File: src/rtl/ins_fetcher_pkg.sv
// Shared widths, reset PC and fetch FSM encodings for the instruction fetcher.
package ins_fetcher_pkg;

  localparam int ADDR_WIDTH = 32;
  localparam int INS_WIDTH  = 32;

  localparam logic [ADDR_WIDTH-1:0] RESET_PC = 32'h0000_0000;

  typedef enum logic [1:0] {
    IDLE    = 2'd0,
    WAIT    = 2'd1,
    DISCARD = 2'd2
  } fetch_state_t;

endpackage

File: src/rtl/ins_fetcher_queue.sv
// In-order fetch queue: show-ahead FIFO of {instruction, pc, predicted-jump}.
// Head outputs read as zero while the queue is empty.
module fetch_queue #(
  parameter int DEPTH  = 4,
  parameter int ADDR_W = 32,
  parameter int INS_W  = 32
) (
  input  logic                   clk,
  input  logic                   rst,
  input  logic                   en,
  input  logic                   clear,
  input  logic                   push,
  input  logic [INS_W-1:0]       push_ins,
  input  logic [ADDR_W-1:0]      push_pc,
  input  logic                   push_jump,
  input  logic                   pop,
  output logic [INS_W-1:0]       head_ins,
  output logic [ADDR_W-1:0]      head_pc,
  output logic                   head_jump,
  output logic [$clog2(DEPTH):0] count,
  output logic                   empty,
  output logic                   full
);

  localparam int PTR_W = $clog2(DEPTH);
  localparam int CNT_W = PTR_W + 1;

  logic [INS_W-1:0]  ins_mem [DEPTH];
  logic [ADDR_W-1:0] pc_mem  [DEPTH];
  logic [DEPTH-1:0]  jump_mem;
  logic [PTR_W-1:0]  head_ptr;
  logic [PTR_W-1:0]  tail_ptr;

  assign empty     = (count == '0);
  assign full      = (count == CNT_W'(DEPTH));
  assign head_ins  = empty ? '0 : ins_mem[head_ptr];
  assign head_pc   = empty ? '0 : pc_mem[head_ptr];
  assign head_jump = empty ? 1'b0 : jump_mem[head_ptr];

  // Pointer and occupancy bookkeeping; clear wins over push/pop.
  always_ff @(posedge clk) begin
    if (!rst) begin
      head_ptr <= '0;
      tail_ptr <= '0;
      count    <= '0;
    end else if (en) begin
      if (clear) begin
        head_ptr <= '0;
        tail_ptr <= '0;
        count    <= '0;
      end else begin
        if (push) tail_ptr <= tail_ptr + PTR_W'(1);
        if (pop)  head_ptr <= head_ptr + PTR_W'(1);
        case ({push, pop})
          2'b10:   count <= count + CNT_W'(1);
          2'b01:   count <= count - CNT_W'(1);
          default: count <= count;
        endcase
      end
    end
  end

  // Entry storage; contents are only meaningful between head and tail.
  always_ff @(posedge clk) begin
    if (en && push && !clear) begin
      ins_mem[tail_ptr]  <= push_ins;
      pc_mem[tail_ptr]   <= push_pc;
      jump_mem[tail_ptr] <= push_jump;
    end
  end

  a_no_pop_empty: assert property (@(posedge clk) disable iff (!rst)
    (en && !clear) |-> !(pop && empty));
  a_no_push_full: assert property (@(posedge clk) disable iff (!rst)
    (en && !clear) |-> !(push && full));

endmodule

File: src/rtl/ins_fetcher.sv
// Fetch stage: owns the fetch PC, keeps one ICache request in flight, routes
// each response through the Predictor and into the fetch queue.
//
//   state   | meaning
//   IDLE    | no request outstanding; issue when the queue has room
//   WAIT    | request to pc outstanding; response is pushed and pc advances
//   DISCARD | request outstanding but stale after a flush; drop its response
module ins_fetcher #(
  parameter int                ADDR_W      = ins_fetcher_pkg::ADDR_WIDTH,
  parameter int                INS_W       = ins_fetcher_pkg::INS_WIDTH,
  parameter int                QUEUE_DEPTH = 4,
  parameter logic [ADDR_W-1:0] RESET_PC    = ins_fetcher_pkg::RESET_PC
) (
  input  logic              clk,
  input  logic              rst,
  input  logic              rdy,
  output logic              ic_req_valid,
  output logic [ADDR_W-1:0] ic_req_addr,
  input  logic              ic_resp_valid,
  input  logic [INS_W-1:0]  ic_resp_ins,
  output logic [ADDR_W-1:0] pred_pc_cur,
  output logic [INS_W-1:0]  pred_ins_cur,
  input  logic              pred_enable,
  input  logic [ADDR_W-1:0] pred_pc,
  input  logic              pred_jump,
  output logic              disp_valid,
  output logic [INS_W-1:0]  disp_ins,
  output logic [ADDR_W-1:0] disp_pc,
  output logic              disp_pred_jump,
  input  logic              disp_ready,
  input  logic              rob_flush,
  input  logic [ADDR_W-1:0] rob_redirect_pc
);
  import ins_fetcher_pkg::*;

  localparam int CNT_W = $clog2(QUEUE_DEPTH) + 1;

  fetch_state_t      state, state_nxt;
  logic [ADDR_W-1:0] pc, pc_nxt;
  logic              q_push, q_pop, q_clear;
  logic              q_empty, q_full;
  logic [CNT_W-1:0]  q_count;

  assign ic_req_addr  = pc;
  assign pred_pc_cur  = pc;
  assign pred_ins_cur = ic_resp_ins;
  assign disp_valid   = rst & rdy & ~q_empty;
  assign q_pop        = disp_valid & disp_ready;

  // Fetch PC and FSM state; rdy low freezes everything.
  always_ff @(posedge clk) begin
    if (!rst) begin
      state <= IDLE;
      pc    <= RESET_PC;
    end else if (rdy) begin
      state <= state_nxt;
      pc    <= pc_nxt;
    end
  end

  // Request issue, response acceptance and redirect; flush overrides all.
  always_comb begin
    ic_req_valid = 1'b0;
    state_nxt    = state;
    pc_nxt       = pc;
    q_push       = 1'b0;
    q_clear      = 1'b0;
    case (state)
      IDLE: begin
        ic_req_valid = rst & rdy & ~rob_flush & (q_count < CNT_W'(QUEUE_DEPTH));
        if (ic_req_valid) state_nxt = WAIT;
      end
      WAIT: begin
        if (rob_flush) begin
          state_nxt = ic_resp_valid ? IDLE : DISCARD;
        end else if (ic_resp_valid) begin
          q_push    = 1'b1;
          pc_nxt    = pred_enable ? pred_pc : pc + ADDR_W'(4);
          state_nxt = IDLE;
        end
      end
      DISCARD: begin
        // A response here retires the stale request even in a flush cycle,
        // otherwise nothing would ever bring the FSM back to IDLE.
        if (ic_resp_valid) state_nxt = IDLE;
      end
      default: state_nxt = IDLE;
    endcase
    if (rob_flush) begin
      q_clear = 1'b1;
      pc_nxt  = rob_redirect_pc;
    end
  end

  fetch_queue #(
    .DEPTH  (QUEUE_DEPTH),
    .ADDR_W (ADDR_W),
    .INS_W  (INS_W)
  ) u_queue (
    .clk       (clk),
    .rst       (rst),
    .en        (rdy),
    .clear     (q_clear),
    .push      (q_push),
    .push_ins  (ic_resp_ins),
    .push_pc   (pc),
    .push_jump (pred_jump),
    .pop       (q_pop),
    .head_ins  (disp_ins),
    .head_pc   (disp_pc),
    .head_jump (disp_pred_jump),
    .count     (q_count),
    .empty     (q_empty),
    .full      (q_full)
  );

  a_full_blocks_issue: assert property (@(posedge clk) disable iff (!rst)
    q_full |-> !ic_req_valid);

endmodule
File: config.mk
export PLATFORM = sky130hd
export DESIGN_NAME = ins_fetcher
export DESIGN_NICKNAME = d
export VERILOG_FILES = /design/src/rtl/ins_fetcher_pkg.sv /design/src/rtl/ins_fetcher_queue.sv /design/src/rtl/ins_fetcher.sv
export SDC_FILE = /design/constraint.sdc
export NUM_CORES = 1
export LEC_CHECK = 0
export ABC_AREA = 1
export CAP_MARGIN = 25
export CORE_UTILIZATION = 38
export CTS_BUF_LIST = sky130_fd_sc_hd__clkbuf_8
export CTS_CLUSTER_SIZE = 14
export DETAILED_ROUTE_END_ITERATION = 7
export PLACE_DENSITY = 0.73
export RECOVER_POWER = 100
export SYNTH_ARGS = -nofsm -noshare
export SYNTH_HDL_FRONTEND = slang
export SYNTH_SLANG_ARGS = --single-unit
File: constraint.sdc
create_clock -name clk -period 4.9 [get_ports clk]
set_clock_uncertainty 0.1 [all_clocks]
set_input_delay 0.98 -clock clk [delete_from_list [all_inputs] [get_ports clk]]
set_output_delay 0.98 -clock clk [all_outputs]
set_load 0.02 [all_outputs]
---- After elaboration in Yosys (flattened, before gate mapping) ----
Memories as Yosys holds them, arrays and structs flattened. A register that Yosys moved wholly into a read port is not among the register bits.
Cells that the tools add are included.
word-level totals
  memories kept ........................... 2
  input bits .............................. 104
  memory bits (writable) .................. 256
  logic and storage cells ................. 79
  register bits after elaboration ......... 45
cells by class
  mux-type cells .......................... 34
  reductions and logical operators ........ 16
  $add $sub $neg .......................... 5
  equality and inequality tests ........... 5
  order comparisons ....................... 4
  bitwise gates (word level) .............. 7
memories
  name             words  bits a word  read ports  clocked after Yosys merged registers in  wr ports  RTL line                 source
  u_queue.ins_mem  4      32           1           1                                        1         ins_fetcher_queue.sv:28  logic [INS_W-1:0] ins_mem [DEPTH];
  u_queue.pc_mem   4      32           1           1                                        1         ins_fetcher_queue.sv:29  logic [ADDR_W-1:0] pc_mem [DEPTH];
operators by type and width
  cell                     count
  $mux W32                 6
  $add A32 B3 Y32 const B  1
  $mux W2                  12
  $mux W1                  10
  $reduce_and A2 Y1        4
  $reduce_bool A2 Y1       4
  $lt A2 B3 Y1 const B     2
  $pmux W2 S3              1
  $pmux W3 S2              1
  $and A1 B1 Y1            5
  $add A2 B1 Y2 const B    2
  $bwmux W4                1
  $eq A2 B1 Y1 const B     2
  $eq A2 B2 Y1 const B     2
  $add A3 B1 Y3 const B    1
  $logic_and A1 B1 Y1      3
  $logic_not A3 Y1         1
  $lt A3 B3 Y1 const B     1
  $mux W3                  1
  $reduce_and A3 Y1        1
  $reduce_bool A3 Y1       1
  $sub A3 B1 Y3 const B    1
  $bmux W1 S2              1
  $demux W1 S2             1
  other kinds (5)          6

---- Logic depth before layout (Yosys ltp) ----
Gate-level depths: netlist of the first run.
  word-level depth ........................ 8
  gate-level depth with buffers ........... 12
  depth with buffers taken out ............ 11

---- Hierarchy ----
From an unflattened synthesis of the first run, not the netlist that was laid out.
unflattened totals
  cell total of the unflattened synthesis .. 1379
  area total of the unflattened synthesis .. 13755.7 um^2
modules (own cells, without submodules)
  module       instances  seq. area each (um^2)  area each (um^2)  cells an instance
  fetch_queue  1          7987.7                 10575.1           837
  ins_fetcher  1          680.7                  3180.6            542

---- Least setup slack after synthesis of the first run ----
No wires, ideal clock.
  kind .................................... input port to flip-flop
  start point ............................. input rob_flush
  end point ............................... memory u_queue.ins_mem[0][0] (enable)
  stages on the path ...................... 4
  arrival time ............................ 4.285 ns
  buffers on the path ..................... 1
  data required time ...................... 4.311 ns
  setup slack ............................. 0.027 ns
  cell sequence ........................... buf_4 > nor3_2 > nand2_1 > nor2_1
between the ends
  longest elaborated chain between the ends .. 6
  elaborated cells between the ends (all ways) .. 8
  those cells by class .................... 5 x mux; 3 x reduce/logical
RTL lines
  element                            RTL line                 source
  from (decl)                        ins_fetcher.sv:31        input logic rob_flush,
  $mux W1                            ins_fetcher.sv:74        if (rob_flush) begin
  $mux W1                            ins_fetcher.sv:68        case (state)
  $logic_and A1 B1 Y1                ins_fetcher_queue.sv:65  if (en && push && !clear) begin
  $logic_and A1 B1 Y1 (*)            ins_fetcher_queue.sv:65
  $mux W1 (*)                        ins_fetcher_queue.sv:65
  $mux W1 (implied by the code) (*)  ins_fetcher_queue.sv:66  ins_mem[tail_ptr] <= push_ins;
  to (decl)                          ins_fetcher_queue.sv:28
Mark *: on every way between the ends. The rest lies on a longest branch, timed or not.

---- Worst setup path after layout of the first run ----
  start point ............................. register u_queue.count[1]
  end point ............................... output disp_pc[14]
between the ends
  longest elaborated chain between the ends .. 2
RTL lines
  element                 RTL line                 source
  from (decl)             ins_fetcher_queue.sv:20  output logic [$clog2(DEPTH):0] count,
  from (signal assigned)  ins_fetcher_queue.sv:55  2'b10: count <= count + CNT_W'(1);
  from (signal assigned)  ins_fetcher_queue.sv:56  2'b01: count <= count - CNT_W'(1);
  from (signal assigned)  ins_fetcher_queue.sv:57  default: count <= count;
  $logic_not A3 Y1        ins_fetcher_queue.sv:34  assign empty = (count == '0);
  $mux W32                ins_fetcher_queue.sv:37  assign head_pc = empty ? '0 : pc_mem[head_ptr];
  to (decl)               ins_fetcher.sv:28        output logic [ADDR_W-1:0] disp_pc,
Every way passes these cells.

==> results of run 1 <==
## power groups by stage
stage	Sequential (W)	Clock [W]	Combinational [W]
after global placement	0.00297	0	0.000636
final	0.00292	0.00223	0.000605
after global routing	0.00292	0.00239	0.000657
after detailed placement	0.00297	0	0.000646
after floorplan	0.00296	0	0.000349
after CTS	0.00292	0.00228	0.000649
## synth_stat cells (2+ instances only)
cell,number,area (µm²)
o21ai_1,12,60.06
o22ai_1,2,12.51
a221oi_1,8,70.07
nand2_2,6,37.54
xnor2_1,3,26.28
dfxtp_1,43,860.8
nand4_1,9,56.30
buf_1,14,52.55
nand3_1,34,170.2
a22oi_1,2,15.01
nor2_2,5,31.28
a221oi_2,16,240.2
nor3_2,4,40.04
edfxtp_1,260,7807
nor3_1,7,35.03
inv_1,37,138.9
clkbuf_1,27,101.4
a31oi_1,3,18.77
buf_2,21,105.1
nor2_1,288,1081
nor2_8,2,40.04
a21o_1,2,15.01
nand2_4,2,22.52
a41oi_1,4,35.03
nand3_2,2,20.02
a21oi_1,101,505.5
nor2_4,7,78.83
buf_4,69,518.0
ha_1,6,75.07
xor2_1,7,61.31
o21ai_0,158,790.8
nand2_1,87,326.6
inv_2,14,52.55
## sequential cells by signal, indices dropped and copies added (netlist names), named ones only
signal / flops
u_queue.count: 3
u_queue.head_ptr: 2
u_queue.ins_mem: 128
u_queue.tail_ptr: 2
ic_req_addr: 32
u_queue.pc_mem: 128
state: 2
u_queue.jump_mem: 4
## area by class of cell
cell class	count	area [µm²]	area share (%)
repair buffers	283	2779	16.13
flip-flops and latches	303	8676	50.36
multi-input cells	787	3979	23.10
inverters	53	203.9	1.184
well taps	455	569.3	3.305
clock buffers	54	743.2	4.314
clock inverters	39	276.5	1.605
## cells by family after synthesis
| kind of cell | Yosys count |
|---|---|
| AOI/OAI and AO/OA | 311 |
| xor gates and xnor gates | 10 |
| adders and majority gates | 6 |
| buffers and inverters | 184 |
| DFF | 303 |
| and+or+nand+nor | 460 |
## how the worst max path moves through the flow
stage,startpoint,cells after the start,endpoint,slack (ns)
floorplan,rob_flush,4,u_queue.ins_mem[0][0]$_DFFE_PP_,0.03
global placement,ic_resp_valid,6,u_queue.ins_mem[1][0]$_DFFE_PP_,1.12
detailed placement,ic_resp_valid,6,u_queue.pc_mem[1][17]$_DFFE_PP_,1.11
CTS,flip-flop,6,disp_pc[14],0.50
global route,u_queue.count[1]$_SDFFE_PN0P_,6,disp_pc[14],0.22
finish,u_queue.count[1]$_SDFFE_PN0P_,6,disp_pc[14],0.40
## routing by layer
layer	global-route usage, %	routed length [µm]	vias up
met4	4.915	529	0
met3	3.470	2378	47
met1	23.21	14660	4800
met2	32.59	17180	367
li1	-	-	4835
met5	0	0	-
## critical path, delay by kind of cell, from the launching register on
kind / cells / cell delay, ns
compound gates: 1 / 0.14
buf+inv: 3 / 2.11
simple gates: 2 / 0.22
flops: 1 / 0.36
## through the flow
stage               hold slack [ns]  power [W]  setup WS, ns
floorplan                    0.3610   0.003307       0.02653
global placement             0.3781   0.003606         1.124
detailed placement           0.3871   0.003620         1.112
CTS                          0.3989   0.005851        0.4977
global route                 0.4374   0.005974        0.2197
finish                       0.3957   0.005755        0.3997
==> impl_metrics.json, run 1 <==
{
  "design_area_um2": 17230,
  "die_h_um": 191.3,
  "synth_flop_cell": "edfxtp_1",
  "power_leakage_nw": 6.337,
  "path_clk_slew_ns": 0.06,
  "grt_pass1_wl_um": 52120,
  "relSlewSlack_pct": -37.46,
  "dpl_cell_area_um2": 16280,
  "pwr-share-comb_pct": 10.5,
  "cp.required_ns": 3.82,
  "yosys.cell_types.count": 45,
  "n_fill_cell": 3089,
  "tightest_slew_ns": 2.062,
  "dr.pass1.iters": 5,
  "status": "finished, violations left",
  "intPower_w": 0.004319,
  "synth_compound_area_share_pct": 13.13,
  "worstHoldEndpoint": "u_queue.count[0]$_SDFFE_PN0P_",
  "cts_tree": "yes",
  "hp-class": "reg -> reg",
  "final-hold-violation-count": 0,
  "hp-start": "u_queue.count[0]$_SDFFE_PN0P_",
  "ant_nets": 0,
  "rr_startpoint": "state[0]$_SDFFE_PN0P_",
  "slowest_stage": "inv_1",
  "power_per_cell_area_nw_per_um2": 334.1,
  "slowest_delay_ns": 0.91,
  "whs_path_depth": 2,
  "ys_seq_elements": 303,
  "start_util_pct": 39.03,
  "r2r_slack_ns": 1.07,
  "synthAdderAreaFrac_pct": 0.5514,
  "regToRegEndpoint": "u_queue.ins_mem[0][5]$_DFFE_PP_",
  "violations": "max-capacitance violations, max-slew violations",
  "cts_hold_buf": 0,
  "crit_path_start_kind": "flip-flop",
  "wl_um": 34750,
  "synth_simple_gate_area_share_pct": 14.80,
  "layout.cells.non_filler": 1974,
  "drv_slew": 210,
  "cts_setup_buffers": 0,
  "gp_congestion": 0.8630,
  "p_sw_w": 0.001436,
  "insertion_delay_ns": 0.57,
  "synth_top_family_by_area": "simple AND/OR/NAND/NOR gates",
  "antenna_found_initial": 0,
  "port_buffers": 266,
  "cts-root-buf": "clkbuf_8",
  "diodes": 0,
  "final_util_pct": 49.38,
  "synthMuxAreaShare_pct": 0,
  "rsz0062_at_grt": "false",
  "drive_gt1_share_pct": 9.743,
  "ys_seq_area_share_pct": 63.66,
  "die_x_um": 191.3,
  "clockBufferDepth": 3,
  "mappedNetlistArea_um2": 13620,
  "htree_levels": 2,
  "grt_max_degree": 91,
  "drt-vias-per-instance": 5.091,
  "cap_violations": 5,
  "r2r.worst_path.cells": 5,
  "ys_warn_count": 0,
  "clock-sinks": 303,
  "via_count": 10050,
  "grtUsageTotal_pct": 18.52,
  "post-route-min-period_ns": 4.500,
  "syn_to_final_growth_pct": 26.52,
  "endpoint_kind": "output pin",
  "dieArea_um2": 36590,
  "dp.cells": 1881,
  "p_seq_share_pct": 50.7,
  "finalSetupTns_ns": 0,
  "cts.repair.resized": 0,
  "overflow": 0,
  "place_hpwl_um": 21800,
  "pin_count": 267,
  "worstPathCellList": "nor2_1 -> nand2_1 -> inv_1 -> buf_4 -> a21oi_1 -> dlygate4sd3_1",
  "wl_per_cell_um": 17.60,
  "mostFrequentLayoutCells": "286 x nor2_1, 260 x edfxtp_1, 191 x dlygate4sd3_1",
  "clockPowerShare_pct": 38.8,
  "nNetsFinal": 1588,
  "core.rowCount": 68,
  "postSynthCellCount": 1274,
  "synthArstFlopShare_pct": 0,
  "finalCritPeriodShare_pct": 91.84,
  "crit_fanout": 30,
  "max_freq_mhz": 222.2,
  "critPathKind": "reg -> out",
  "core-area_um2": 34880,
  "remaining_drc_errors": 0,
  "synth_xor_area_share_pct": 0.6433,
  "grt_pass1_vias": 9767,
  "sw_frac_of_total_pct": 24.95,
  "syn_area_per_cell_um2": 10.69,
  "synth_edf_count": 260,
  "synth_fp_nets": 1384,
  "peakVddDrop_v": 0.0001650,
  "final_common_cell": "nor2_1",
  "drt_iter0_drc": 538,
  "setup_viol": 0,
  "numCtsBuffers": 50,
  "crit_arrival_ns": 3.42
}
No activity file was read; power rests on OpenSTA's default activity.
==> run 2, diff against run 1 <==
--- a/config.mk
+++ b/config.mk
@@ -8,7 +8,6 @@
 export ABC_AREA = 1
 export CAP_MARGIN = 25
 export CORE_UTILIZATION = 38
-export CTS_BUF_LIST = sky130_fd_sc_hd__clkbuf_8
 export CTS_CLUSTER_SIZE = 14
 export DETAILED_ROUTE_END_ITERATION = 7
 export PLACE_DENSITY = 0.73
==> run 2 against run 1 <==
The flow still finishes with violations (max-capacitance violations, max-slew violations). Register-to-register slack improved by 0.17 ns. Die area unchanged. Final cell count decreased by 1.6%. Sequential share of layout area decreased by 0.16 points. Critical path depth unchanged. Critical endpoint unchanged.
==> impl_metrics.json, run 2 (synthesis results as in run 1) <==
{
  "status": "finished, violations left",
  "violations": "max-capacitance violations, max-slew violations",
  "diodes": 0,
  "slowest_delay_ns": 0.92,
  "overflow": 0,
  "drv_slew": 210,
  "grt_max_degree": 91,
  "final-hold-violation-count": 0,
  "die_x_um": 191.3,
  "crit_arrival_ns": 3.35,
  "r2r_slack_ns": 1.24,
  "regToRegEndpoint": "u_queue.pc_mem[0][15]$_DFFE_PP_",
  "core-area_um2": 34880,
  "gp_congestion": 0.8630,
  "finalCritPeriodShare_pct": 90.48,
  "die_h_um": 191.3,
  "grt_pass1_wl_um": 52140,
  "cts_hold_buf": 0,
  "post-route-min-period_ns": 4.433,
  "core.rowCount": 68,
  "max_freq_mhz": 225.6,
  "via_count": 9948,
  "slowest_stage": "inv_1",
  "power_per_cell_area_nw_per_um2": 344.8,
  "worstHoldEndpoint": "u_queue.count[0]$_SDFFE_PN0P_",
  "clock-sinks": 303,
  "dr.pass1.iters": 5,
  "nNetsFinal": 1572,
  "grt_pass1_vias": 9642,
  "endpoint_kind": "output pin",
  "remaining_drc_errors": 0,
  "cp.required_ns": 3.82,
  "hp-start": "u_queue.count[0]$_SDFFE_PN0P_",
  "htree_levels": 2,
  "ant_nets": 0,
  "crit_fanout": 30,
  "numCtsBuffers": 34,
  "port_buffers": 266,
  "wl_per_cell_um": 17.80,
  "crit_path_start_kind": "flip-flop",
  "pin_count": 267,
  "crit_path_start": "u_queue.count[1]$_SDFFE_PN0P_",
  "critPathKind": "reg -> out",
  "r2r.worst_path.cells": 5,
  "cts_setup_buffers": 0,
  "hp-class": "reg -> reg",
  "dieArea_um2": 36590,
  "rsz0062_at_grt": "false",
  "drt-vias-per-instance": 5.123,
  "cts.repair.resized": 0,
  "cp_top_family": "buffers and inverters",
  "setup_viol": 0,
  "wl_um": 34570,
  "critPathBufInv": 3,
  "cts-root-buf": "clkbuf_16",
  "peakVddDrop_v": 0.0002394,
  "worstPathCellList": "nor2_1 -> nand2_1 -> inv_1 -> buf_4 -> a21oi_1 -> dlygate4sd3_1",
  "relSlewSlack_pct": -37.62,
  "final_common_cell": "nor2_1",
  "power_w": 0.005959,
  "power_leakage_nw": 6.310,
  "place_hpwl_um": 21800,
  "whs_path_depth": 2,
  "finalSetupTns_ns": 0,
  "clockBufferDepth": 3,
  "path_clk_slew_ns": 0.06,
  "rr_startpoint": "state[0]$_SDFFE_PN0P_",
  "drive_gt1_share_pct": 8.473,
  "grtUsageTotal_pct": 18.55,
  "mostFrequentLayoutCells": "286 x nor2_1, 260 x edfxtp_1, 190 x dlygate4sd3_1",
  "tightest_slew_ns": 2.064,
  "drt_iter0_drc": 669,
  "insertion_delay_ns": 0.50,
  "antenna_found_initial": 0,
  "start_util_pct": 39.03,
  "final_util_pct": 49.54,
  "cap_violations": 5,
  "syn_to_final_growth_pct": 26.93,
  "hold_ws_ns": 0.3960,
  "cts_tree": "yes"
}
[run 2: cell types whose count changed in the layout (fill, tap and decap cells not counted), sizes merged]
cell	delta
buf	+2
clkinv	-15
inv	-5
bufinv	-1
clkdlybuf4s50	+1
clkbuf	-13
dlygate4sd3	-1
[run 2: power breakdown]
part	internal (W)	total, W	switching (W)
registers	0.00284	0.00292	0.0000801
clock network	0.00145	0.00244	0.000988
logic	0.000249	0.000606	0.000357
total	0.00453	0.00596	0.00142
[run 2: how the worst max path moves through the flow]
stage,endpoint,cells after the start
after floorplan,u_queue.ins_mem[0][0]$_DFFE_PP_,4
after global placement,u_queue.ins_mem[1][0]$_DFFE_PP_,6
after detailed placement,u_queue.pc_mem[1][17]$_DFFE_PP_,6
after CTS,disp_pc[14],6
after global routing,u_queue.ins_mem[0][0]$_DFFE_PP_,6
final,disp_pc[14],6
[run 2: worst min-delay path, delay by kind of cell, from the launching register on]
| family | cells | cell delay [ns] |
|---|---|---|
| flops | 1 | 0.32 |
| compound gates | 1 | 0.06 |
| buf+inv | 1 | 0.07 |
[run 2: per-stage QoR]
step                setup slack [ns]  cells  instance area, µm²
global route                  0.3066   1942               17280
detailed placement             1.112   1881               16280
CTS                           0.5997   1942               17360
global placement               1.124   1880               16260
floorplan                    0.02653   1274               13620
finish                        0.4666   1942               17280
[run 2: metal layers]
metal / vias to the layer above / routed length [µm] / part of all wire, % / GRT usage, %
li1: 4795 / - / - / -
met5: - / 0 / 0 / 0
met2: 358 / 17160 / 50 / 32.65
met4: 0 / 612 / 1.8 / 4.640
met1: 4748 / 14630 / 42 / 23.59
met3: 47 / 2170 / 6.3 / 3.066
[run 2: final cells by class]
| class | count | area, µm² |
|---|---|---|
| Timing Repair Buffer | 283 | 2781 |
| Multi-Input combinational cell | 787 | 3979 |
| Inverter | 53 | 203.9 |
| Clock buffer | 43 | 884.6 |
| Sequential cell | 303 | 8676 |
| Tap cell | 455 | 569.3 |
| Clock inverter | 18 | 188.9 |
| Fill cell | 3088 | 17600 |
